File: src/rtl/prime_job_ctrl.sv
`default_nettype none
// ============================================================================
//  Module   : prime_job_ctrl
//  Purpose  : Bus-mapped sequencer for an external iterative primality engine.
//             A job write of A walks candidates 2,3,4,... through the engine
//             until A primes have been found. The block records the last prime
//             (W), the number found, a status code and a small result FIFO.
//             The prime counts of completed jobs are summed onto gpio_out.
//  Ports    : clk, n_reset      - clock, asynchronous active-low reset
//             saddress/srd/swr  - bus address and level strobes (edge-detected)
//             sdata_in/out      - bus write data / registered read data
//             eng_start/cand    - start pulse and candidate to the engine
//             eng_ready/done/is_prime - engine handshake and result
//             gpio_out          - {16'h0, running sum of primes found}
//             irq               - one-cycle pulse on completion/abort/error
//  Revision : 1.0 - initial release
// ============================================================================
module prime_job_ctrl #(
    parameter int FIFO_DEPTH  = 8,
    parameter int ENG_TIMEOUT = 1024
) (
    input  logic        clk,
    input  logic        n_reset,
    input  logic [15:0] saddress,
    input  logic        srd,
    input  logic        swr,
    input  logic [31:0] sdata_in,
    output logic [31:0] sdata_out,
    output logic        eng_start,
    output logic [31:0] eng_cand,
    input  logic        eng_ready,
    input  logic        eng_done,
    input  logic        eng_is_prime,
    output logic [31:0] gpio_out,
    output logic        irq
);

    localparam int PTR_W = $clog2(FIFO_DEPTH);
    localparam int CNT_W = PTR_W + 1;
    localparam int TMO_W = $clog2(ENG_TIMEOUT + 1);

    localparam logic [CNT_W-1:0] c_FIFO_FULL = CNT_W'(FIFO_DEPTH);
    localparam logic [TMO_W-1:0] c_TMO_LAST  = TMO_W'(ENG_TIMEOUT - 1);

    localparam logic [1:0] c_ST_IDLE  = 2'd0;
    localparam logic [1:0] c_ST_ISSUE = 2'd1;
    localparam logic [1:0] c_ST_WAIT  = 2'd2;
    localparam logic [1:0] c_ST_DONE  = 2'd3;

    localparam logic [1:0] c_S_IDLE  = 2'd0;
    localparam logic [1:0] c_S_BUSY  = 2'd1;
    localparam logic [1:0] c_S_DONE  = 2'd2;
    localparam logic [1:0] c_S_FAIL  = 2'd3;

    localparam logic [15:0] c_ADDR_JOB  = 16'h0100;
    localparam logic [15:0] c_ADDR_CTL  = 16'h0104;
    localparam logic [15:0] c_ADDR_W    = 16'h0110;
    localparam logic [15:0] c_ADDR_STAT = 16'h0120;
    localparam logic [15:0] c_ADDR_FIFO = 16'h0130;
    localparam logic [15:0] c_ADDR_FND  = 16'h0140;

    // ------------------------------------------------------------------
    // State
    // ------------------------------------------------------------------
    logic [1:0]       state_q, state_d;
    logic [31:0]      a_q, a_d;
    logic [31:0]      w_q, w_d;
    logic [31:0]      found_q, found_d;
    logic [31:0]      cand_q, cand_d;
    logic [1:0]       s_q, s_d;
    logic             err_q, err_d;
    logic             ovf_q, ovf_d;
    logic [15:0]      gpio_q, gpio_d;
    logic             irq_q, irq_d;
    logic             start_q, start_d;
    logic [TMO_W-1:0] tmo_q, tmo_d;
    logic [31:0]      rdata_q, rdata_d;
    logic             srd_q, swr_q;
    logic [PTR_W-1:0] wptr_q, wptr_d;
    logic [PTR_W-1:0] rptr_q, rptr_d;
    logic [CNT_W-1:0] cnt_q, cnt_d;
    logic [31:0]      fifo_mem [FIFO_DEPTH];

    // ------------------------------------------------------------------
    // Bus decode and event qualification
    // ------------------------------------------------------------------
    logic        w_rd_fire, w_wr_fire;
    logic        w_wr_job, w_abort, w_clear;
    logic        w_busy, w_abort_act;
    logic        w_done, w_hit;
    logic        w_fifo_full, w_pop, w_push, w_push_drop;
    logic [31:0] w_found_post;

    assign w_rd_fire = srd & ~srd_q;
    assign w_wr_fire = swr & ~swr_q;
    assign w_wr_job  = w_wr_fire && (saddress == c_ADDR_JOB);
    assign w_abort   = w_wr_fire && (saddress == c_ADDR_CTL) && sdata_in[0];
    assign w_clear   = w_wr_fire && (saddress == c_ADDR_CTL) && sdata_in[1];

    assign w_busy      = (state_q == c_ST_ISSUE) || (state_q == c_ST_WAIT);
    assign w_abort_act = w_abort & w_busy;
    // An abort in the same cycle as a result discards the result.
    assign w_done      = eng_done && (state_q == c_ST_WAIT) && !w_abort_act;
    assign w_hit       = w_done & eng_is_prime;
    assign w_found_post = eng_is_prime ? (found_q + 32'd1) : found_q;

    assign w_fifo_full = (cnt_q == c_FIFO_FULL);
    assign w_pop       = w_rd_fire && (saddress == c_ADDR_FIFO) && (cnt_q != '0);
    // A pop in the same cycle frees a slot, so a full FIFO still accepts the push.
    assign w_push      = w_hit && !w_clear && (!w_fifo_full || w_pop);
    assign w_push_drop = w_hit && !w_clear && w_fifo_full && !w_pop;

    // ------------------------------------------------------------------
    // Process 1: state register
    // ------------------------------------------------------------------
    always_ff @(posedge clk or negedge n_reset) begin
        if (!n_reset) begin
            state_q <= c_ST_IDLE;
            a_q     <= '0;
            w_q     <= '0;
            found_q <= '0;
            cand_q  <= '0;
            s_q     <= c_S_IDLE;
            err_q   <= 1'b0;
            ovf_q   <= 1'b0;
            gpio_q  <= '0;
            irq_q   <= 1'b0;
            start_q <= 1'b0;
            tmo_q   <= '0;
            rdata_q <= '0;
            srd_q   <= 1'b0;
            swr_q   <= 1'b0;
            wptr_q  <= '0;
            rptr_q  <= '0;
            cnt_q   <= '0;
        end else begin
            state_q <= state_d;
            a_q     <= a_d;
            w_q     <= w_d;
            found_q <= found_d;
            cand_q  <= cand_d;
            s_q     <= s_d;
            err_q   <= err_d;
            ovf_q   <= ovf_d;
            gpio_q  <= gpio_d;
            irq_q   <= irq_d;
            start_q <= start_d;
            tmo_q   <= tmo_d;
            rdata_q <= rdata_d;
            srd_q   <= srd;
            swr_q   <= swr;
            wptr_q  <= wptr_d;
            rptr_q  <= rptr_d;
            cnt_q   <= cnt_d;
        end
    end

    // FIFO storage has no reset; occupancy is tracked by the pointers.
    always_ff @(posedge clk) begin
        if (w_push) begin
            fifo_mem[wptr_q] <= cand_q;
        end
    end

    // ------------------------------------------------------------------
    // Process 2: next-state and datapath
    // ------------------------------------------------------------------
    always_comb begin
        state_d = state_q;
        a_d     = a_q;
        w_d     = w_q;
        found_d = found_q;
        cand_d  = cand_q;
        s_d     = s_q;
        err_d   = err_q;
        ovf_d   = ovf_q;
        gpio_d  = gpio_q;
        irq_d   = 1'b0;
        start_d = 1'b0;
        tmo_d   = tmo_q;
        rdata_d = rdata_q;
        wptr_d  = wptr_q;
        rptr_d  = rptr_q;
        cnt_d   = cnt_q;

        // Job register only accepts writes while idle.
        if (w_wr_job) begin
            if (state_q == c_ST_IDLE) begin
                a_d = sdata_in;
            end else begin
                err_d = 1'b1;
            end
        end

        case (state_q)
            c_ST_IDLE: begin
                if (w_wr_job) begin
                    if (sdata_in != 32'd0) begin
                        cand_d  = 32'd2;
                        found_d = '0;
                        w_d     = '0;
                        err_d   = 1'b0;
                        s_d     = c_S_BUSY;
                        state_d = c_ST_ISSUE;
                    end else begin
                        s_d     = c_S_DONE;
                        w_d     = '0;
                        found_d = '0;
                        irq_d   = 1'b1;
                    end
                end
            end
            c_ST_ISSUE: begin
                if (w_abort_act) begin
                    s_d     = c_S_FAIL;
                    irq_d   = 1'b1;
                    state_d = c_ST_IDLE;
                end else if (eng_ready) begin
                    start_d = 1'b1;
                    tmo_d   = '0;
                    state_d = c_ST_WAIT;
                end
            end
            c_ST_WAIT: begin
                if (w_abort_act) begin
                    s_d     = c_S_FAIL;
                    irq_d   = 1'b1;
                    state_d = c_ST_IDLE;
                end else if (w_done) begin
                    if (eng_is_prime) begin
                        w_d     = cand_q;
                        found_d = w_found_post;
                    end
                    if (w_found_post == a_q) begin
                        state_d = c_ST_DONE;
                    end else if (cand_q == 32'hFFFF_FFFF) begin
                        // Candidate space exhausted before reaching the target.
                        err_d   = 1'b1;
                        s_d     = c_S_FAIL;
                        irq_d   = 1'b1;
                        state_d = c_ST_IDLE;
                    end else begin
                        cand_d  = cand_q + 32'd1;
                        state_d = c_ST_ISSUE;
                    end
                end else if (tmo_q == c_TMO_LAST) begin
                    err_d   = 1'b1;
                    s_d     = c_S_FAIL;
                    irq_d   = 1'b1;
                    state_d = c_ST_IDLE;
                end else begin
                    tmo_d = tmo_q + TMO_W'(1);
                end
            end
            c_ST_DONE: begin
                s_d     = c_S_DONE;
                gpio_d  = gpio_q + found_q[15:0];
                irq_d   = 1'b1;
                state_d = c_ST_IDLE;
            end
            default: begin
                state_d = c_ST_IDLE;
            end
        endcase

        // Result FIFO; clear overrides a concurrent push.
        if (w_clear) begin
            wptr_d = '0;
            rptr_d = '0;
            cnt_d  = '0;
            ovf_d  = 1'b0;
        end else begin
            if (w_push) begin
                wptr_d = wptr_q + PTR_W'(1);
            end
            if (w_pop) begin
                rptr_d = rptr_q + PTR_W'(1);
            end
            cnt_d = cnt_q + CNT_W'(w_push) - CNT_W'(w_pop);
            if (w_push_drop) begin
                ovf_d = 1'b1;
            end
        end

        // Read data is captured on the strobe edge and held until the next read.
        if (w_rd_fire) begin
            case (saddress)
                c_ADDR_W:    rdata_d = w_q;
                c_ADDR_STAT: rdata_d = {16'h0, 8'(cnt_q), 2'b00, ovf_q, err_q, 2'b00, s_q};
                c_ADDR_FIFO: rdata_d = (cnt_q != '0) ? fifo_mem[rptr_q] : 32'd0;
                c_ADDR_FND:  rdata_d = found_q;
                default:     rdata_d = 32'd0;
            endcase
        end
    end

    // ------------------------------------------------------------------
    // Process 3: outputs
    // ------------------------------------------------------------------
    always_comb begin
        eng_start = start_q;
        eng_cand  = cand_q;
        irq       = irq_q;
        gpio_out  = {16'h0, gpio_q};
        sdata_out = rdata_q;
    end

endmodule
`default_nettype wire

File: config.mk
export PLATFORM = sky130hd
export DESIGN_NAME = prime_job_ctrl
export DESIGN_NICKNAME = d
export VERILOG_FILES = /design/src/rtl/prime_job_ctrl.sv
export SDC_FILE = /design/constraint.sdc
export NUM_CORES = 1
export LEC_CHECK = 0
export BUFFER_PORTS_ARGS = -buffer_cell sky130_fd_sc_hd__buf_2
export CORE_MARGIN = 2
export CORE_UTILIZATION = 45
export CTS_BUF_LIST = sky130_fd_sc_hd__clkbuf_4
export CTS_CLUSTER_DIAMETER = 150
export DETAILED_ROUTE_END_ITERATION = 7
export HOLD_SLACK_MARGIN = 0.05
export SKIP_CTS_REPAIR_TIMING = 1
export SYNTH_ARGS = -nofsm -noshare
export SYNTH_HDL_FRONTEND = slang
export SYNTH_SLANG_ARGS = --single-unit
File: constraint.sdc
create_clock -name clk -period 7.58 [get_ports clk]
set_input_delay 0 -clock clk [delete_from_list [all_inputs] [get_ports clk]]
set_output_delay 0 -clock clk [all_outputs]
set_load 0.005 [all_outputs]
# [After elaboration in Yosys (flattened, before gate mapping)]
# Memories as Yosys holds them, arrays and structs flattened.
# Cells that the tools add are included.
[word_totals] mem_count=1 ff_bits=207 ramBits=256 word_cells=169
[memory_table] memory="fifo_mem" depth=8 width=32 rd=1 rd_ports_with_merged_regs=0 wr=1 line="82" rtl="logic [31:0] fifo_mem [FIFO_DEPTH];"
[op_classes] n_reduce_logical=32 mux=75 bitwise=6 eq_ne=29 add_sub_neg=8
[op_table] operator="32-bit two-way mux" n=15
[op_table] operator="32-bit one-hot mux with 2 select lines" n=3
[op_table] operator="32-bit one-hot mux with 4 select lines" n=1
[op_table] operator="16-bit by 9-bit == test with 1-bit output, second input constant" n=6
[op_table] operator="32-bit by 1-bit adder with 32-bit output, second input constant" n=2
[op_table] operator="11-bit two-way mux" n=5
[op_table] operator="32-bit == test" n=1
[op_table] operator="32-bit == test, second input constant" n=1
[op_table] operator="2-bit two-way mux" n=16
[op_table] operator="32-bit nonzero test" n=1
[op_table] operator="1-bit two-way mux" n=25
[op_table] operator="2-bit != test, second input constant" n=11
[op_table] operator="11-bit one-hot mux with 2 select lines" n=1
[op_table] operator="16-bit adder" n=1
[op_table] operator="2-bit one-hot mux with 4 select lines" n=2
[op_table] operator="1-bit logical AND" n=12
[op_table] operator="3-bit two-way mux" n=4
[op_table] operator="11-bit by 1-bit adder with 11-bit output, second input constant" n=1
[op_table] operator="11-bit by 10-bit == test with 1-bit output, second input constant" n=1
[op_table] operator="5-bit AND reduction" n=2
[op_table] operator="2-bit nonzero test" n=5
[op_table] operator="4-bit by 3-bit != test with 1-bit output, second input constant" n=2
[op_table] operator="7-bit AND reduction" n=1
[op_table] operator="3-bit by 1-bit adder with 3-bit output, second input constant" n=2
[op_table] operator="other kinds (20)" n=29

# [Depth between registers and ports, before layout]
# Gate-level depths: netlist of run 1.
[depth] depth_word=13 depth_mapped=17

# [Least setup slack after synthesis of run 1]
# OpenSTA, ideal clock, no wires.
[synth_path] kind="register to register" from="register cnt_q[2]" to="memory fifo_mem[4][0] (enable)" t_arrival_ns=5.238 path_slack_ns=1.829 setup_ns=0.513 synth_period_minus_slack_ns=5.751 stages_incl_launch_ff=12 cell_sequence="dfrtp_1 inv_1 ha_1 nand2_1 nand4_1 or2_2 clkbuf_1 o211ai_1 and3_1 clkbuf_1 nand2b_1 nor4b_1"
[synth_via] elab_chain_len=6 elab_cells_between_ends=8 cone_classes="1 x eq/ne; 2 x mux; 5 x reduce/logical"
[synth_rtl] element="from (decl)" line="81" rtl="logic [CNT_W-1:0] cnt_q, cnt_d;"
[synth_rtl] element="from (signal assigned)" line="154" rtl="cnt_q <= cnt_d;"
[synth_rtl] element="4-bit == test / 4-bit nonzero test (equally long branches)" line="107, 108"
[synth_rtl] element="1-bit logical NOT / 1-bit logical AND (equally long branches)" line="110, 108"
[synth_rtl] element="1-bit logical OR (*)" line="110" rtl="assign w_push = w_hit && !w_clear && (!w_fifo_full || w_pop);"
[synth_rtl] element="1-bit logical AND (*)" line="110"
[synth_rtl] element="1-bit two-way mux (*)" line="160" rtl="if (w_push) begin"
[synth_rtl] element="1-bit two-way mux (implied by the code) (*)" line="161" rtl="fifo_mem[wptr_q] <= cand_q;"
[synth_rtl] element="to (decl)" line="82"
# Mark *: on every way between the ends. The rest lies on a longest branch, timed or not.

# [Worst setup path after layout of run 1]
[layout_path] from="input port saddress[11]" to="register found_q[26]"
[layout_via] elab_chain_len=8 elab_cells_between_ends=12 cone_classes="5 x eq/ne; 1 x bitwise; 6 x reduce/logical"
[layout_rtl] element="from (decl)" line="24" rtl="input logic [15:0] saddress,"
[layout_rtl] element="16-bit by 9-bit == test with 1-bit output" line="97" rtl="assign w_abort = w_wr_fire && (saddress == c_ADDR_CTL) && sdata_in[0];"
[layout_rtl] element="1-bit logical AND (2 in a row)" line="97"
[layout_rtl] element="1-bit bitwise AND" line="101" rtl="assign w_abort_act = w_abort & w_busy;"
[layout_rtl] element="1-bit logical NOT" line="103" rtl="assign w_done = eng_done && (state_q == c_ST_WAIT) && !w_abort_act;"
[layout_rtl] element="1-bit logical AND" line="103"
[layout_rtl] element="2-bit != test (no line)"
[layout_rtl] element="5-bit AND reduction (no line) (*)"
[layout_rtl] element="to (signal assigned)" line="140" rtl="found_q <= found_d;"
[layout_rtl] element="to (decl)" line="68" rtl="logic [31:0] found_q, found_d;"
# Marks and branches as above.
# A chain may end at the register's enable or synchronous reset.

==> results of run 1 <==
[cells by family (layout without fill, tap and decap cells)]
logic type	Yosys count	after routing	share of synthesized area, %
compound gates	285	285	8.51
xor+xnor	79	79	3.26
fa+ha+maj	33	33	2.02
buf+inv	146	496	3.18
flops	463	463	60.6
mux	148	148	11.1
other cells	1	17	0.0177
simple gates	491	491	11.3
[critical path, cell delays in order]
cell,delay [ps]
sky130_fd_sc_hd__dlygate4sd3_1,540
sky130_fd_sc_hd__buf_2,120
sky130_fd_sc_hd__nor4b_1,250
sky130_fd_sc_hd__dlygate4sd3_1,610
sky130_fd_sc_hd__nand3_1,90
sky130_fd_sc_hd__dlygate4sd3_1,590
sky130_fd_sc_hd__nor3_1,410
sky130_fd_sc_hd__nand3_1,360
sky130_fd_sc_hd__and3_1,320
sky130_fd_sc_hd__o22ai_1,730
sky130_fd_sc_hd__buf_4,290
sky130_fd_sc_hd__inv_1,180
sky130_fd_sc_hd__nand3_1,800
sky130_fd_sc_hd__or3_1,200
sky130_fd_sc_hd__o21ai_0,70
[metrics by stage]
stage          area [sq um]  total power (W)  instances
5_1_grt               24900          0.00606       2619
3_3_place_gp          22400          0.00362       2311
4_1_cts               24000          0.00580       2530
3_5_place_dp          22400          0.00364       2311
2_1_floorplan         21300          0.00337       1661
6_report              24900          0.00576       2619
[power by group through the flow]
| stage | sequential [W] | clock [W] | combinational, W |
|---|---|---|---|
| floorplan | 0.00288 | 0 | 0.000484 |
| global placement | 0.00293 | 0 | 0.000687 |
| detailed placement | 0.00293 | 0 | 0.000702 |
| CTS | 0.00288 | 0.00221 | 0.000705 |
| global route | 0.00290 | 0.00235 | 0.000813 |
| finish | 0.00289 | 0.00214 | 0.000739 |
[layer usage]
layer	vias up	wire (microns)	global-route usage, %
met4	0	1550	8.72
met2	553	27300	35.9
met5	-	0	0
met1	7421	24700	31.9
met3	88	4370	4.95
li1	6795	-	-
[path summary, 6_finish.rpt]
check	start	end	slack [ps]	depth (start not counted)
max in group asynchronous	n_reset	found_q[1]$_DFFE_PN0P_	6420	4
max	saddress[11]	found_q[26]$_DFFE_PN0P_	2740	15
min in group asynchronous	n_reset	gpio_q[6]$_DFFE_PN0P_	310	4
min	saddress[6]	sdata_out[11]$_DFFE_PN0P_	90	6
min reg2reg	sdata_out[10]$_DFFE_PN0P_	sdata_out[10]$_DFFE_PN0P_	480	2
max reg2reg	found_q[6]$_DFFE_PN0P_	eng_cand[11]$_DFFE_PN0P_	2980	10
[registers in the layout, indices dropped and copies added (netlist names), 2 cells and up]
signal and count:
a_q 32, found_q 32, fifo_mem 256, tmo_q 11, cnt_q 4, eng_cand 32
s_q 2, wptr_q 3, state_q 2, rptr_q 3, gpio_q 16, w_q 32
sdata_out 32
[placed cells by master (no fill, tap or decap), types with 34 or more instances in the layout]
master and count:
sky130_fd_sc_hd__xnor2_1 46, sky130_fd_sc_hd__mux2i_1 35, sky130_fd_sc_hd__dlygate4sd3_1 87, sky130_fd_sc_hd__dfrtp_1 204, sky130_fd_sc_hd__o21ai_0 122, sky130_fd_sc_hd__nand2_1 180
sky130_fd_sc_hd__mux2_2 48, sky130_fd_sc_hd__nand3_1 34, sky130_fd_sc_hd__mux4_2 64, sky130_fd_sc_hd__nor2_1 92, sky130_fd_sc_hd__buf_2 135, sky130_fd_sc_hd__clkbuf_4 178
sky130_fd_sc_hd__edfxtp_1 256
[final cells by class]
class | instances | area share (%)
diodes | 1 | 0.0101
clock buffers | 178 | 5.38
clock inverters | 41 | 0.846
inverters | 32 | 0.483
multi-input cells | 1052 | 31.4
flip-flops and latches | 463 | 51.8
well taps | 607 | 3.06
repair buffers | 245 | 7.03
==> impl_results.md, run 1 <==
* RSZ-0062 raised after global routing: no
* Post-Route Setup TNS at 0 ps
* Share of the yosys chip area belonging to registers at 60.6%
* Total clock buffers created by CTS at 120
* Number of synthesis warnings at 0
* Total Routing Usage GR at 23.1%
* Crit path required time at 8320 ps
* Final critical-path share of the clock period at 63.9%
* Commonest cells post-synth: sky130_fd_sc_hd__edfxtp_1, sky130_fd_sc_hd__dfrtp_1, sky130_fd_sc_hd__nand2_1, sky130_fd_sc_hd__o21ai_0, sky130_fd_sc_hd__nor2_1
* Worst voltage drop across the vdd grid at 0.107 mV
* Worst slack after detailed placement at 3030 ps
* Number of different library cells in the post-synthesis netlist at 65
* Count of filler cells inserted in the layout at 3948
* Library cell with the largest summed area after synthesis: sky130_fd_sc_hd__edfxtp_1
* Insertion delay to the later sink of the worst-skew pair at 860 ps
* Fraction of power spent switching nets at 28.7%
* TritonCTS clock tree: built
* Chip width at 221 microns
* Register cell area after layout at 12900 sq um
* Worst Slack Setup Final at 2740 ps
* Number of levels in the clock H-tree at 3
* Pin count of the biggest net entering global routing at 77
* Wire length after detailed routing at 57.9 mm
* Fin nets at 2002
* DRT iter0 DRCs at 1273
* Number of top-level design ports at 153
* Number of DRC violations after detailed routing at 0
* Number of antenna violations at the first check in global routing at 1
* Fraction of the core area covered by cells at the end of the flow at 53.4%
* Combinational fraction of design power at 12.8%
* Critical Path End Type: flop
* Vert. Die Dim at 221 microns
* Static leakage at 9.72 nW
* Count of input and output buffers at 136
* Area added between synthesis and finish at 17.1%
* Startpoint-to-endpoint class of the critical path: in -> reg
* Total clock sinks at 463
* Number of rows in the core area at 79
* Routability cong. at 0.878
* Area of the core at 46600 sq um
* Maximum buffer depth of the clock tree at 3
* Clock period minus worst slack at 4840 ps
* Async set-reset flop share out of synthesis at 44.7%
* Number of standard cells after synthesis at 1646
* Upper clock frequency limit at 207 MHz
* Netlist Area Pre-Place at 21200 sq um
* Multi-input combinational cell area at 7810 sq um
* Data arrival time of the critical path at 5580 ps
* Critical Path Source Type: primary input
* Measured slew at the worst slew-check pin at 1090 ps
* Final count of negative-setup-slack endpoints at 0
* Final Hold Slack at 94.3 ps
* Die Outline Area at 48900 sq um
* Total vias in the final route at 14857
* Pwr/cell area at 232 nW/um^2
* Endpoints failing hold at 0
* Fraction of synthesized cell area taken by the top area cell type at 36.2%
* Yosys reg bits at 463
* Clock network fraction of design power at 37.1%
* Main flop type after synthesis: sky130_fd_sc_hd__edfxtp_1
* Clock-pin slew of the registers on the worst-case setup and hold paths at 70 ps
* Average routed wire per standard cell at 22.1 microns
* Synth top area cells: sky130_fd_sc_hd__edfxtp_1, sky130_fd_sc_hd__dfrtp_1, sky130_fd_sc_hd__mux4_2, sky130_fd_sc_hd__nand2_1, sky130_fd_sc_hd__o21ai_0
* Max-cap violations at 0
* Average cell area after synthesis at 12.9 sq um
* Kind of path behind the tightest hold check: in -> reg
* Global-route wire length before repair at 86.1 mm
* Relative slew slack at 26.8%
* Number of flops mapped to enable cells by yosys at 256
* Internal Dissipation at 0.00411 W
* Status: finished, final reports clean
* Sequential power share at 50.1%
* Detailed-placement wirelength estimate at 36.4 mm
* Via/cell ratio at 5.67
* Root buffer selected by CTS: sky130_fd_sc_hd__clkbuf_4
* Detailed-routing iteration count for the pre-antenna-repair pass at 7
* Antenna violation net count after detailed routing at 0
* Overflow after GRT at 0
* Via count of the first global-routing pass at 14160
* Cell with the most instances after synthesis: sky130_fd_sc_hd__edfxtp_1
* Final-report max-slew violation count at 0
* Starting utilization of the core area at 45.6%
* Largest fanout of any net on the critical path at 20
* Fraction of final layout cells with drive strength greater than 1 at 24.1%
* Post-Route Skew at 55.3 ps
* Switching Power at 0.00165 W
Note: power is estimated with default switching activity, not from simulation.
==> inputs of run 2 (changes only) <==
Settings changed: ABC_AREA from default to 1.
Clock period 7.58 ns to 4.77 ns, I/O delays scaled along.
==> run 2 against run 1 <==
Hold slack improved by 67 ps. Register-to-register slack got worse by 2000 ps. Clock power increased by 65%. Wire length increased by 18%. Non-clock buffer count increased by 55. Critical path depth increased by 3. Sequential power increased by 58%. Utilization increased by 1.1 points. Sequential cell count unchanged. Highest routed layer unchanged.
==> impl_results.md, run 2 <==
* Status: finished, final reports clean (unchanged)
* Crit path required time at 5550 ps (was 8320 ps)
* Yosys reg bits at 463 (unchanged)
* Number of standard cells after synthesis at 2419 (was 1646)
* Terminus of the critical flop-to-flop path: ovf_q$_DFFE_PN0P_ (was eng_cand[11]$_DFFE_PN0P_)
* Crit-path slowest cell: sky130_fd_sc_hd__dlygate4sd3_1 (was sky130_fd_sc_hd__nand3_1)
* Share of the yosys chip area belonging to registers at 57.6% (was 60.6%)
* Area added between synthesis and finish at 19.3% (was 17.1%)
* Via count of the first global-routing pass at 17813 (was 14160)
* Largest delay share family, worst path: buffers and inverters (was simple AND/OR/NAND/NOR gates)
* Final count of negative-setup-slack endpoints at 0 (unchanged)
* Detailed-placement wirelength estimate at 45.1 mm (was 36.4 mm)
* Number of different library cells in the post-synthesis netlist at 53 (was 65)
* Global-route wire length before repair at 102 mm (was 86.1 mm)
* DRT iter0 DRCs at 1836 (was 1273)
* Final critical-path share of the clock period at 96.3%
* Main flop type after synthesis: sky130_fd_sc_hd__edfxtp_1 (unchanged)
* Number of synthesis warnings at 0 (unchanged)
* Async set-reset flop share out of synthesis at 44.7% (unchanged)
* Die Outline Area at 51500 sq um (was 48900 sq um)
* Count of input and output buffers at 136 (unchanged)
* Critical Path End Type: flop (unchanged)
* Pin count of the biggest net entering global routing at 108 (was 77)
* Clock period minus worst slack at 4590 ps
* Fraction of synthesized cell area taken by the top area cell type at 34.4% (was 36.2%)
* Fraction of final layout cells with drive strength greater than 1 at 14.7% (was 24.1%)
* Number of DRC violations after detailed routing at 0 (unchanged)
* Max-cap violations at 0 (unchanged)
* Flip-flop count of the largest register after layout at 256 (unchanged)
* Via/cell ratio at 5.39 (was 5.67)
* Number of top-level design ports at 153 (unchanged)
* Synth top area cells: sky130_fd_sc_hd__edfxtp_1, sky130_fd_sc_hd__dfrtp_1, sky130_fd_sc_hd__nand2_1, sky130_fd_sc_hd__o21ai_0, sky130_fd_sc_hd__nor2_1 (was sky130_fd_sc_hd__edfxtp_1, sky130_fd_sc_hd__dfrtp_1, sky130_fd_sc_hd__mux4_2, sky130_fd_sc_hd__nand2_1, sky130_fd_sc_hd__o21ai_0)
* Final-report max-slew violation count at 0 (unchanged)
* Flop2flop setup slack at 950 ps (was 2980 ps)
* Library cell with the largest summed area after synthesis: sky130_fd_sc_hd__edfxtp_1 (unchanged)
* Vert. Die Dim at 227 microns (was 221 microns)
* Measured slew at the worst slew-check pin at 1100 ps (was 1090 ps)
* Maximum buffer depth of the clock tree at 3 (unchanged)
* Post-Route Setup TNS at 0 ps (unchanged)
* Worst voltage drop across the vdd grid at 0.186 mV (was 0.107 mV)
* Commonest cells post-synth: sky130_fd_sc_hd__nand2_1, sky130_fd_sc_hd__o21ai_0, sky130_fd_sc_hd__edfxtp_1, sky130_fd_sc_hd__nor2_1, sky130_fd_sc_hd__inv_1 (was sky130_fd_sc_hd__edfxtp_1, sky130_fd_sc_hd__dfrtp_1, sky130_fd_sc_hd__nand2_1, sky130_fd_sc_hd__o21ai_0, sky130_fd_sc_hd__nor2_1)
* Root buffer selected by CTS: sky130_fd_sc_hd__clkbuf_4 (unchanged)
* Total clock buffers created by CTS at 121 (was 120)
* Largest register by flop count: fifo_mem (unchanged)
* Static leakage at 11.0 nW (was 9.72 nW)
* Critical-path cell list: dlygate4sd3_1, buf_2, nor2_1, dlygate4sd3_1, nand2_1, dlygate4sd3_1, nor2_2, nand2_1, nor2_1, dlygate4sd3_1, inv_1, nor2_1, dlygate4sd3_1, nand2_1, o21ai_0, dlygate4sd3_1, a21oi_1, dlygate4sd3_1 (was dlygate4sd3_1, buf_2, nor4b_1, dlygate4sd3_1, nand3_1, dlygate4sd3_1, nor3_1, nand3_1, and3_1, o22ai_1, buf_4, inv_1, nand3_1, or3_1, o21ai_0)
* Average routed wire per standard cell at 19.5 microns (was 22.1 microns)
* Routability cong. at 0.967 (was 0.878)
* Netlist Area Pre-Place at 22400 sq um (was 21200 sq um)
* Number of antenna violations at the first check in global routing at 2 (was 1)
* Fin nets at 2822 (was 2002)
* Kind of path behind the tightest hold check: in -> reg (unchanged)
* Reg2Reg Launch Point: swr_q$_DFF_PN0_ (was found_q[6]$_DFFE_PN0P_)
* Origin of the worst min-delay path: sdata_in[1] (was saddress[6])
* Count of placed standard cells including taps at 3143 (was 2311)
* Antenna violation net count after detailed routing at 0 (unchanged)
* Endpoints failing hold at 0 (unchanged)
* Cell with the most instances after synthesis: sky130_fd_sc_hd__nand2_1 (was sky130_fd_sc_hd__edfxtp_1)
* Relative slew slack at 26.9% (was 26.8%)
* Chip width at 227 microns (was 221 microns)
* Critical Path Source Type: primary input (unchanged)
* Startpoint-to-endpoint class of the critical path: in -> reg (unchanged)
* Area of the core at 49000 sq um (was 46600 sq um)
* Worst reg2reg path depth at 11 (was 10)
* Cell occurring most often along the worst timing path: sky130_fd_sc_hd__dlygate4sd3_1
* Most common cell after layout, fill and taps aside: sky130_fd_sc_hd__nand2_1 (was sky130_fd_sc_hd__edfxtp_1)
* TritonCTS clock tree: built (unchanged)
* Data arrival time of the critical path at 5370 ps (was 5580 ps)
* Number of rows in the core area at 81 (was 79)
* Total vias in the final route at 18889 (was 14857)
* Detailed-routing iteration count for the pre-antenna-repair pass at 6 (was 7)
* Clock-pin slew of the registers on the worst-case setup and hold paths at 70 ps (about the same)
* Post-Route Skew at 48.1 ps (was 55.3 ps)
* Sum of buffers and inverters on the critical path at 9 (was 6)
* Pwr/cell area at 366 nW/um^2 (was 232 nW/um^2)
* Fraction of the core area covered by cells at the end of the flow at 54.5% (was 53.4%)
* Total clock sinks at 463 (unchanged)
* Max stage delay on crit path at 630 ps (was 800 ps)
* Wire length after detailed routing at 68.4 mm (was 57.9 mm)
* Number of levels in the clock H-tree at 3 (unchanged)
* Number of flops mapped to enable cells by yosys at 256 (unchanged)
* Starting utilization of the core area at 45.7% (was 45.6%)
* Total Routing Usage GR at 26.1% (was 23.1%)
* Average cell area after synthesis at 9.24 sq um (was 12.9 sq um)
* Total power at 0.00977 W (was 0.00576 W)
* Upper clock frequency limit at 218 MHz
* Endpoint of the worst hold path: cnt_q[3]$_DFF_PN0_ (was sdata_out[11]$_DFFE_PN0P_)
* Largest fanout of any net on the critical path at 8 (was 20)
* Final Hold Slack at 161 ps (was 94.3 ps)
* Final instance count without filler cells at 3507 (was 2619)
* Insertion delay to the later sink of the worst-skew pair at 900 ps (was 860 ps)
* Overflow after GRT at 0 (unchanged)
* Number of instances on the worst hold path at 5 (was 6)
* Leading cell types in the layout, fill and taps excluded: sky130_fd_sc_hd__nand2_1, sky130_fd_sc_hd__o21ai_0, sky130_fd_sc_hd__edfxtp_1, sky130_fd_sc_hd__nor2_1, sky130_fd_sc_hd__inv_1 (was sky130_fd_sc_hd__edfxtp_1, sky130_fd_sc_hd__dfrtp_1, sky130_fd_sc_hd__nand2_1, sky130_fd_sc_hd__clkbuf_4, sky130_fd_sc_hd__buf_2)
## run 2: changes by cell type in the layout (fill, tap and decap cells not counted), sizes merged, moves of 27 or more
cell	change
a21oi	+27
a221oi	-33
dlygate4sd3	+44
inv	+188
mux2	-48
mux2i	-35
mux4	-64
nand2	+344
nand3	+123
nor2	+174
o21ai	+169
o221ai	+27
o22ai	+29
xnor2	-27
## run 2: worst max path at each step
stage | start | end | slack (ps) | cells after the start
final | saddress[9] | rptr_q[0]$_DFFE_PN0P_ | 180 | 18
after global routing | saddress[9] | rptr_q[0]$_DFFE_PN0P_ | -8 | 18
after CTS | cnt_q[2]$_DFF_PN0_ | fifo_mem[2][21]$_DFFE_PP_ | 1220 | 12
after detailed placement | saddress[13] | fifo_mem[2][20]$_DFFE_PP_ | 1180 | 13
after global placement | saddress[13] | fifo_mem[1][23]$_DFFE_PP_ | 1280 | 13
after floorplan | state_q[0]$_DFFE_PN0P_ | fifo_mem[0][0]$_DFFE_PP_ | 1360 | 9
## run 2: cell type report
type | instances | area (sq um)
Tap cell | 664 | 831
Timing Repair Buffer | 300 | 2270
Multi-Input combinational cell | 1623 | 8240
Fill cell | 4547 | 22300
Clock inverter | 43 | 204
Antenna cell | 2 | 5.00
Clock buffer | 187 | 1400
Sequential cell | 463 | 12900
Inverter | 225 | 850
## run 2: logic make-up (layout without fill, tap and decap cells)
kind of cell               count (synthesis)  in the layout  share of synthesized area, %
xor gates and xnor gates                  49             49                          2.04
DFF                                      463            463                          57.6
and+or+nand+nor                         1052           1052                          19.9
buffers and inverters                    348            755                          6.26
muxes                                      1              1                        0.0504
other                                      1             18                        0.0168
AOI/OAI and AO/OA                        472            472                          12.3
adders and majority gates                 33             33                          1.91
## run 2: tightest hold or removal path, stage by stage
cell,delay [ps]
sky130_fd_sc_hd__dlygate4sd3_1,530
sky130_fd_sc_hd__buf_2,180
sky130_fd_sc_hd__inv_1,80
sky130_fd_sc_hd__nor2_1,100
sky130_fd_sc_hd__nor2_1,90
## run 2: power breakdown
part | switching [W] | leakage, nW | internal, W | total [W]
sequential | 0.000169 | 5.22 | 0.00441 | 0.00458
clock | 0.00169 | 0.951 | 0.00184 | 0.00353
combinational | 0.00115 | 4.82 | 0.000499 | 0.00165
total | 0.00301 | 11.0 | 0.00676 | 0.00977
## run 2: metal layers
layer / GRT usage, % / wire, microns
met1: 37.2 / 30900
met2: 40.8 / 31300
met3: 4.81 / 4370
met4: 8.04 / 1740
met5: 0 / 0
## run 2: per-stage QoR
step / cell area (sq um) / worst slack (ps)
3_5_place_dp: 23700 / 1180
4_1_cts: 25300 / 1220
5_1_grt: 26700 / -8.12
2_1_floorplan: 22400 / 1360
3_3_place_gp: 23700 / 1280
6_report: 26700 / 179
